$ cat config.mk
export PLATFORM = sky130hd
export DESIGN_NAME = branch_predictor
export DESIGN_NICKNAME = d
export VERILOG_FILES = /design/src/rtl/branch_predictor.sv
export SDC_FILE = /design/constraint.sdc
export NUM_CORES = 2
export LEC_CHECK = 0
export ABC_AREA = 0
export BUFFER_PORTS_ARGS = -buffer_cell sky130_fd_sc_hd__buf_2
export CAP_MARGIN = 5
export CORE_ASPECT_RATIO = 1.2
export CORE_MARGIN = 2
export CORE_UTILIZATION = 51
export CTS_CLUSTER_SIZE = 14
export DETAILED_ROUTE_END_ITERATION = 8
export PLACE_DENSITY = 0.68
export SLEW_MARGIN = 20
export SYNTH_ARGS = -nofsm -noshare
export SYNTH_HDL_FRONTEND = slang
export SYNTH_SLANG_ARGS = --single-unit
$ cat constraint.sdc
create_clock -name clk -period 7.24 [get_ports clk]
set_input_delay 0.362 -clock clk [delete_from_list [all_inputs] [get_ports clk]]
set_output_delay 0.362 -clock clk [all_outputs]
set_load 0.01 [all_outputs]
$ cat src/rtl/branch_predictor.sv
// ---------------------------------------------------------------------------
// branch_predictor
//
// Fetch-stage direct-mapped branch target buffer for the RV32I pipeline.
// Each entry holds a valid bit, a tag, a taken-target and a 2-bit saturating
// direction counter (00 strong-NT, 01 weak-NT, 10 weak-T, 11 strong-T).
//
// The lookup path is combinational and zero latency: it predicts the next
// fetch PC for if_pc from the state as it stood before the current edge.
// The resolution path compares the EX-stage outcome against the prediction
// that travelled down the pipe. It raises a redirect on mismatch and trains
// the table on the following rising edge.
//
// Ports
//   clk              in   1   system clock, rising edge
//   rst_n            in   1   synchronous active-low reset
//   if_pc            in  32   current fetch PC
//   if_pred_taken    out  1   predicted direction for if_pc
//   if_pred_pc       out 32   predicted next fetch PC
//   ex_is_branch     in   1   EX holds a valid conditional branch
//   ex_pc            in  32   PC of that branch
//   ex_taken         in   1   resolved direction
//   ex_target        in  32   resolved taken target
//   ex_pred_taken    in   1   direction predicted at fetch
//   ex_pred_pc       in  32   next PC predicted at fetch
//   ex_mispredict    out  1   flush / redirect request
//   ex_redirect_pc   out 32   correct next PC
//   branch_count     out 32   resolved branches (saturating)
//   mispredict_count out 32   mispredictions (saturating)
// ---------------------------------------------------------------------------
module branch_predictor #(
  parameter int IDX_BITS = 4,
  parameter int TAG_BITS = 32 - IDX_BITS - 2
) (
  input  logic        clk,
  input  logic        rst_n,
  input  logic [31:0] if_pc,
  output logic        if_pred_taken,
  output logic [31:0] if_pred_pc,
  input  logic        ex_is_branch,
  input  logic [31:0] ex_pc,
  input  logic        ex_taken,
  input  logic [31:0] ex_target,
  input  logic        ex_pred_taken,
  input  logic [31:0] ex_pred_pc,
  output logic        ex_mispredict,
  output logic [31:0] ex_redirect_pc,
  output logic [31:0] branch_count,
  output logic [31:0] mispredict_count
);

  localparam int ENTRIES = 1 << IDX_BITS;

  // Saturating increment of a 2-bit direction counter.
  function automatic logic [1:0] f_ctr_inc(input logic [1:0] c);
    return (c == 2'b11) ? 2'b11 : c + 2'd1;
  endfunction

  // Saturating decrement of a 2-bit direction counter.
  function automatic logic [1:0] f_ctr_dec(input logic [1:0] c);
    return (c == 2'b00) ? 2'b00 : c - 2'd1;
  endfunction

  // Saturating increment of a 32-bit statistics counter.
  function automatic logic [31:0] f_sat_inc32(input logic [31:0] v);
    return (v == 32'hFFFF_FFFF) ? 32'hFFFF_FFFF : v + 32'd1;
  endfunction

  // Table storage. Only the valid bits are reset; the other fields are
  // always written together with the valid bit during allocation.
  logic [ENTRIES-1:0]  r_valid;
  logic [TAG_BITS-1:0] r_tag    [ENTRIES];
  logic [31:0]         r_target [ENTRIES];
  logic [1:0]          r_ctr    [ENTRIES];

  logic [31:0] r_branch_count;
  logic [31:0] r_mispredict_count;

  // Lookup-side decode of the fetch PC (bits [1:0] are never used for
  // indexing or tagging).
  logic [IDX_BITS-1:0] w_if_idx;
  logic [TAG_BITS-1:0] w_if_tag;
  logic                w_if_hit;
  logic [31:0]         w_if_seq_pc;

  assign w_if_idx    = if_pc[IDX_BITS+1:2];
  assign w_if_tag    = if_pc[31:IDX_BITS+2];
  assign w_if_hit    = r_valid[w_if_idx] && (r_tag[w_if_idx] == w_if_tag);
  assign w_if_seq_pc = if_pc + 32'd4;

  assign if_pred_taken = w_if_hit && r_ctr[w_if_idx][1];
  assign if_pred_pc    = if_pred_taken ? r_target[w_if_idx] : w_if_seq_pc;

  // Resolution-side decode of the branch PC.
  logic [IDX_BITS-1:0] w_ex_idx;
  logic [TAG_BITS-1:0] w_ex_tag;
  logic                w_ex_hit;
  logic                w_upd_hit;
  logic                w_alloc;

  assign w_ex_idx = ex_pc[IDX_BITS+1:2];
  assign w_ex_tag = ex_pc[31:IDX_BITS+2];
  assign w_ex_hit = r_valid[w_ex_idx] && (r_tag[w_ex_idx] == w_ex_tag);

  // A hit always trains the counter. A miss allocates only when taken,
  // because a not-taken branch would be predicted correctly by the
  // sequential fall-through anyway.
  assign w_upd_hit = ex_is_branch && w_ex_hit;
  assign w_alloc   = ex_is_branch && !w_ex_hit && ex_taken;

  // A predicted-taken branch whose target moved is also a mispredict, even
  // though the direction matched.
  assign ex_mispredict  = ex_is_branch &&
                          ((ex_taken != ex_pred_taken) ||
                           (ex_taken && (ex_target != ex_pred_pc)));
  assign ex_redirect_pc = ex_taken ? ex_target : (ex_pc + 32'd4);

  // Valid bits: cleared by reset, set on allocation. Reset takes priority
  // over a same-cycle allocation.
  always_ff @(posedge clk) begin
    if (!rst_n) begin
      r_valid <= {ENTRIES{1'b0}};
    end else if (w_alloc) begin
      r_valid[w_ex_idx] <= 1'b1;
    end else begin
      r_valid <= r_valid;
    end
  end

  // Tag, target and counter fields. Writes are suppressed while reset is
  // asserted so that an in-flight update cannot leave stale content behind.
  always_ff @(posedge clk) begin
    if (rst_n) begin
      if (w_alloc) begin
        r_tag[w_ex_idx]    <= w_ex_tag;
        r_target[w_ex_idx] <= ex_target;
        r_ctr[w_ex_idx]    <= 2'b10;
      end else if (w_upd_hit) begin
        if (ex_taken) begin
          r_ctr[w_ex_idx]    <= f_ctr_inc(r_ctr[w_ex_idx]);
          r_target[w_ex_idx] <= ex_target;
        end else begin
          r_ctr[w_ex_idx]    <= f_ctr_dec(r_ctr[w_ex_idx]);
        end
      end
    end
  end

  // Statistics counters. Both counters saturate instead of wrapping.
  always_ff @(posedge clk) begin
    if (!rst_n) begin
      r_branch_count     <= 32'd0;
      r_mispredict_count <= 32'd0;
    end else begin
      if (ex_is_branch) begin
        r_branch_count <= f_sat_inc32(r_branch_count);
      end else begin
        r_branch_count <= r_branch_count;
      end
      if (ex_mispredict) begin
        r_mispredict_count <= f_sat_inc32(r_mispredict_count);
      end else begin
        r_mispredict_count <= r_mispredict_count;
      end
    end
  end

  assign branch_count     = r_branch_count;
  assign mispredict_count = r_mispredict_count;

endmodule

After elaboration in Yosys (flattened, before gate mapping)
Memory sizes are Yosys's and may differ from the RTL's.
Index checks and enable logic that the tools add are counted.
Cells by class
  $add $sub $neg: 6
  $lt $le $gt $ge: 3
  eq/ne operators: 7
  mux-type cells: 28
  bitwise logic cells: 4
  reduce and logical (&&, ||, !) cells: 12
Operators with widths (number)
  32-bit 2-to-1 mux: 5
  32-bit by 1-bit adder with 32-bit output, second input constant: 2
  32-bit by 3-bit adder with 32-bit output, second input constant: 2
  32-bit equality test, second input constant: 2
  26-bit equality test: 2
  32-bit inequality test: 1
  1-bit 2-to-1 mux: 16
  16-bit bitwise OR: 1
  4-bit by 5-bit < comparator with 1-bit output, second input constant: 2
  1-bit logical AND: 9
  1-bit binary-select mux with 4-bit select: 2
  2-bit 2-to-1 mux: 4
  1-bit demux with 4-bit select: 1
  4-bit by 1-bit greater-or-equal comparator with 1-bit output, second input constant: 1
  1-bit bitwise OR: 3
  2-bit by 1-bit adder with 2-bit output, second input constant: 1
  2-bit equality test, second input constant: 1
  2-bit zero test: 1
  2-bit by 1-bit subtractor with 2-bit output, second input constant: 1
  1-bit zero test: 1
  1-bit logical OR: 1
  1-bit inequality test: 1
Word-level totals
  bits in registers: 80
  memory bits (writable): 960
  input port bits: 133
  output and inout bits: 130
  word-level logic and storage cells: 66
  memories kept: 3
Memory list
  r_target: words 16, bits a word 32, rd ports 1, clocked after Yosys merged registers in 0, wr ports 1, line 73  | logic [31:0] r_target [ENTRIES];
  r_tag: words 16, bits a word 26, rd ports 2, clocked after Yosys merged registers in 0, wr ports 1, line 72  | logic [TAG_BITS-1:0] r_tag [ENTRIES];
  r_ctr: words 16, bits a word 2, rd ports 2, clocked after Yosys merged registers in 0, wr ports 1, line 74  | logic [1:0] r_ctr [ENTRIES];

Logic depth before layout (Yosys ltp)
  depth after elaboration: 11
  depth in mapped cells: 14

Worst setup path after synthesis
Ideal clock, no wire load.
  kind: input to register
  start point: input port ex_pc[2]
  end point: memory r_tag[15][0] in the netlist's numbering, enable pin
  library setup time: 0.442 ns
  data arrival time: 4.355 ns
  required time: 6.798 ns
  slack: 2.444 ns
  stages on the path: 12
  buffers on the path: 4
  cell sequence: buf_6 buf_2 buf_2 mux4_2 mux2i_1 a21oi_1 nand4_1 o31a_1 nor4_1 and3_1 buf_2 nor3_1
Between the ends
  word-level cells in the longest chain between the ends: 9
  elaborated cells between the ends (all ways): 11
  those cells by class: eq/ne: 1; mux: 5; reduce/logical: 4; memory: 1
RTL lines
  from (decl): line 41  | input logic [31:0] ex_pc,
  memory 16 x 26 bit / 1-bit binary-select mux with 4-bit select (equally long branches)
  26-bit equality test / 1-bit 2-to-1 mux (equally long branches): line 103  | assign w_ex_hit = r_valid[w_ex_idx] && (r_tag[w_ex_idx] == w_ex_tag);
  1-bit logical AND: line 103
  1-bit zero test: line 109  | assign w_alloc = ex_is_branch && !w_ex_hit && ex_taken;
  1-bit logical AND (2 in series): line 109
  1-bit 2-to-1 mux: line 134  | if (w_alloc) begin
  1-bit 2-to-1 mux: line 133  | if (rst_n) begin
  1-bit 2-to-1 mux (not written as such): line 135  | r_tag[w_ex_idx] <= w_ex_tag;
  to (decl): line 72
Several ways; a longest one is shown, not always the timed one. The select of a mux whose other input is x is not followed.

Final worst setup path
  start point: input port if_pc[3]
  end point: output port if_pred_pc[7]
Between the ends
  word-level cells in the longest chain between the ends: 5
  elaborated cells between the ends (all ways): 10
  those cells by class: add/sub: 1; eq/ne: 1; mux: 3; reduce/logical: 2; memory: 3
RTL lines
  from (decl): line 37  | input logic [31:0] if_pc,
  memory 16 x 26 bit / 1-bit binary-select mux with 4-bit select (equally long branches)
  26-bit equality test / 1-bit 2-to-1 mux (equally long branches): line 88  | assign w_if_hit = r_valid[w_if_idx] && (r_tag[w_if_idx] == w_if_tag);
  1-bit logical AND: line 88
  1-bit logical AND: line 91  | assign if_pred_taken = w_if_hit && r_ctr[w_if_idx][1];
  32-bit 2-to-1 mux (*): line 92  | assign if_pred_pc = if_pred_taken ? r_target[w_if_idx] : w_if_seq_pc;
  to (decl): line 39  | output logic [31:0] if_pred_pc,
Mark *: on every way between the ends. The rest lies on a longest branch, timed or not. The select of a mux whose other input is x is not followed.

==> metrics.md <==
| Metric | Value |
|---|---|
| Cell Count, Final, Fillers Out | roughly 4300 |
| DR iter-0 viols | 3594 |
| Maximum VDD drop | ~0.17 mV |
| Status | finished clean |
| R2r worst-path depth | 9 |
| Final hold violations | 0 |
| Mapped Cells | ~2800 |
| Period utilization | between 70% and 80% |
| Min Hold Slack | slightly below 0.08 ns |
| Nets | roughly 3100 |
| Core outline area | 0.0919 mm^2 |
| Hold Buf Count CTS | 0 |
| Post CTS Setup Buffer Count | 0 |
| Unique masters post-synth | approximately 70 |
| Logic pwr share | under 10% |
| Vias in the first global route | about 28000 |
| Synth Flop Type | edfxtp_1 |
| Largest net degree at the start of global routing | 84 |
| CP max FO | 63 |
| Post-synthesis register bit count | approximately 1000 |
| Final core utilization | 57.8% |
| CP max-delay cell | or4b_2 |
| Post-synth top area share | between 60% and 70% |
| Clk slew on worst S/H paths | approximately 0.06 ns |
| Syn nets | a little under 3000 |
| Internal power | approximately 10 mW |
| Max Cap Viol | 0 |
| Fin crit period | between 5 and 6 ns |
| Placer Congestion | just over 1 |
| CTS tree | built |
| Reg-to-reg startpoint | r_tag[10][10]$_DFFE_PP_ |
| Static leakage | approximately 18 nW |
| TritonCTS sink count | 1040 |
| Cell breakdown of the critical path | buf_8 > buf_4 > mux4_2 > nor2_1 > nor4b_1 > or4b_2 > o2111ai_1 > nor4_1 > nand4_1 > buf_4 > mux2_1 > buf_2 |
| Placed cells | 4131 |
| Initial core utilization | between 50 and 60% |
| Clock root buffer | clkbuf_16 |
| Via Count | 28600 |
| Top cell by count, worst path | buf_4 |
| Area added between synthesis and finish | 12.8% |
| Worst Hold Class | in -> reg |
| Total CTS buffers | between 100 and 150 |
| Sequential share of power | between 50% and 60% |
| Slew at the pin closest to its max-slew limit | about 1.2 ns |
| NetSw | approximately 3 mW |
| Crit path DAT | about 4.8 ns |
| Worst setup SP type | input pin |
| CP max stage delay | approximately 0.82 ns |
| Final setup fails | 0 |
| Setup WS post-layout | between 2 and 2.5 ns |
| Setup_tns | 0 ns |
| Resized Gates After CTS | 0 |
| Buffers on Ports | between 200 and 300 |
| Die area | ~0.095 mm^2 |
| Syn_area_per_cell | ~17 um^2 |
| Cell Rows | between 100 and 150 |
| Register area share after synthesis | 64.6% |
| Slew Limit Headroom | roughly 22% |
| Unrepaired setup endpoints after global routing | false |
| Stages on the worst setup path | 12 |
| Peak Freq | around 200 MHz |
| Mapped Area | 0.0471 mm^2 |
| CP delay by family, top | buffers and inverters |
| Total global routing overflow | 0 |
| Post-synth top area cell | edfxtp_1 |
| CTS max path bufs | 3 |
| Clock Power Share | 40.7% |
| R2r setup slk | 2.92 ns |
| Critical Path Sink Type | primary output |
| PD cells | 243 mW/mm^2 |
| Post-Route WL | 141 mm |
| Critical path required time | roughly 7 ns |
| GRT Util Overall | approximately 30% |
| DRC | 0 |
| Max-slew violations | 0 |
| Async SR Flop Fraction | 0% |
| DR pass1 iterations | 8 |
| Worst setup path start | if_pc[3] |
| EDFF count, synth | 960 |
| Critical path class | in -> out |
| Die height | between 300 and 400 um |
| First-pass GRT wire length | 198 mm |
| Vias per cell | 6.60 |
| # IOs | 263 |
| Antenna Nets Post-Route | 0 |
| Initial antenna violation count | 20 |
| Critical path buffers and inverters | 4 |
| Dominant cells by area after synthesis | edfxtp_1, mux4_2, dfxtp_1 |
| WL per Instance | approximately 33 um |
| Critical R2R Capture | r_tag[10][18]$_DFFE_PP_ |
| Sw frac | a little under a quarter |
| DIE WIDTH | about 280 um |
| Clock Skew | approximately 0.033 ns |
| End of the critical path | if_pred_pc[7] |
| Hold_sp | ex_is_branch |
| Post-Place Setup Slack | 1.99 ns |
| Share of cells above drive strength 1 | 28.0% |
| Skew-Pair Late Insertion Delay | 0.68 ns |
| H-tree Lvls | 3 |
| Synthesis Warnings | 0 |
| Dpl hpwl | 89.8 mm |
routing by layer:
layer / global-route usage (%) / wire length [um] / vias to the layer above
li1: - / - / 11700
met1: 38.1 / 51900 / 14800
met2: 47.4 / 67600 / 1738
met3: 7.82 / 14800 / 348
met4: 12.8 / 6320 / 16
met5: 0 / 97 / -
cell families (layout without fill, tap and decap cells):
family	Yosys count	in the layout	synth area share, %
flip-flops	1040	1040	64.6
AND/OR/NAND/NOR	561	561	6.33
multiplexers	506	506	20.0
AO/OA/AOI/OAI	258	258	3.45
buffers and inverters	214	529	2.03
XOR/XNOR	181	181	3.36
adder cells (fa/ha/maj)	9	9	0.228
other	0	4	0
through the flow:
stage	total power [mW]	instance area, um^2
2_1_floorplan	7.33	47100
3_3_place_gp	7.75	49600
3_5_place_dp	7.77	49600
4_1_cts	13.0	52900
5_1_grt	13.2	53100
6_report	12.9	53100
cell type report:
| cell class | count | area, um^2 |
|---|---|---|
| Fill cell | 6922 | 38700 |
| Sequential cell | 1040 | 30400 |
| Multi-Input combinational cell | 1515 | 15900 |
| Clock buffer | 119 | 2650 |
| Timing Repair Buffer | 310 | 1870 |
| Tap cell | 1240 | 1550 |
| Clock inverter | 66 | 638 |
| Inverter | 34 | 130 |
| Antenna cell | 4 | 10.0 |
cell usage after synthesis (all sizes together), types with 9 or more instances:
| library cell | number |
|---|---|
| nor4 | 22 |
| nor3b | 18 |
| a22oi | 27 |
| nand2b | 9 |
| buf | 86 |
| edfxtp | 960 |
| a21oi | 74 |
| xnor2 | 81 |
| mux4 | 345 |
| and4 | 11 |
| nand3 | 62 |
| mux2 | 36 |
| a22o | 20 |
| nand2 | 155 |
| nor3 | 37 |
| xor2 | 100 |
| nor2 | 81 |
| mux2i | 125 |
| clkbuf | 94 |
| nor4b | 9 |
| and2 | 14 |
| and3 | 38 |
| or3 | 12 |
| o21ai | 78 |
| nand4 | 57 |
| dfxtp | 80 |
| inv | 31 |
| nand3b | 9 |
state kept, by name, indices dropped and copies added (netlist names):
name,flops
mispredict_count,32
r_target,512
r_tag,416
r_ctr,32
branch_count,32
r_valid,16
power groups by stage:
| stage | clock network (mW) | logic (mW) | registers, mW |
|---|---|---|---|
| after floorplan | 0 | 0.595 | 6.73 |
| after global placement | 0 | 1.02 | 6.73 |
| after detailed placement | 0 | 1.03 | 6.74 |
| after CTS | 5.32 | 1.03 | 6.61 |
| after global routing | 5.53 | 1.10 | 6.61 |
| final | 5.26 | 1.05 | 6.61 |
layout by cell type, fill, tap and decap left out, types with 74 or more instances in the layout:
cell and n:
clkbuf_16 103, buf_2 256, mux2i_1 125, dfxtp_1 80
xnor2_1 81, mux4_2 345, edfxtp_1 960, o21ai_0 78
a21oi_1 74, nand2_1 155, xor2_1 100
worst min path at each step:
stage                     depth (start not counted)                           end  slack [ns]
after floorplan                                   2      r_valid[10]$_SDFFE_PN0P_        0.44
after global placement                            2       r_valid[9]$_SDFFE_PN0P_        0.46
after detailed placement                          2      r_valid[14]$_SDFFE_PN0P_        0.48
after CTS                                         2  branch_count[0]$_SDFFE_PN0P_        0.05
after global routing                              1      r_target[0][0]$_DFFE_PP_         0.1
final                                             2  branch_count[0]$_SDFFE_PN0P_        0.08
No activity file was read; power rests on OpenSTA's default activity.
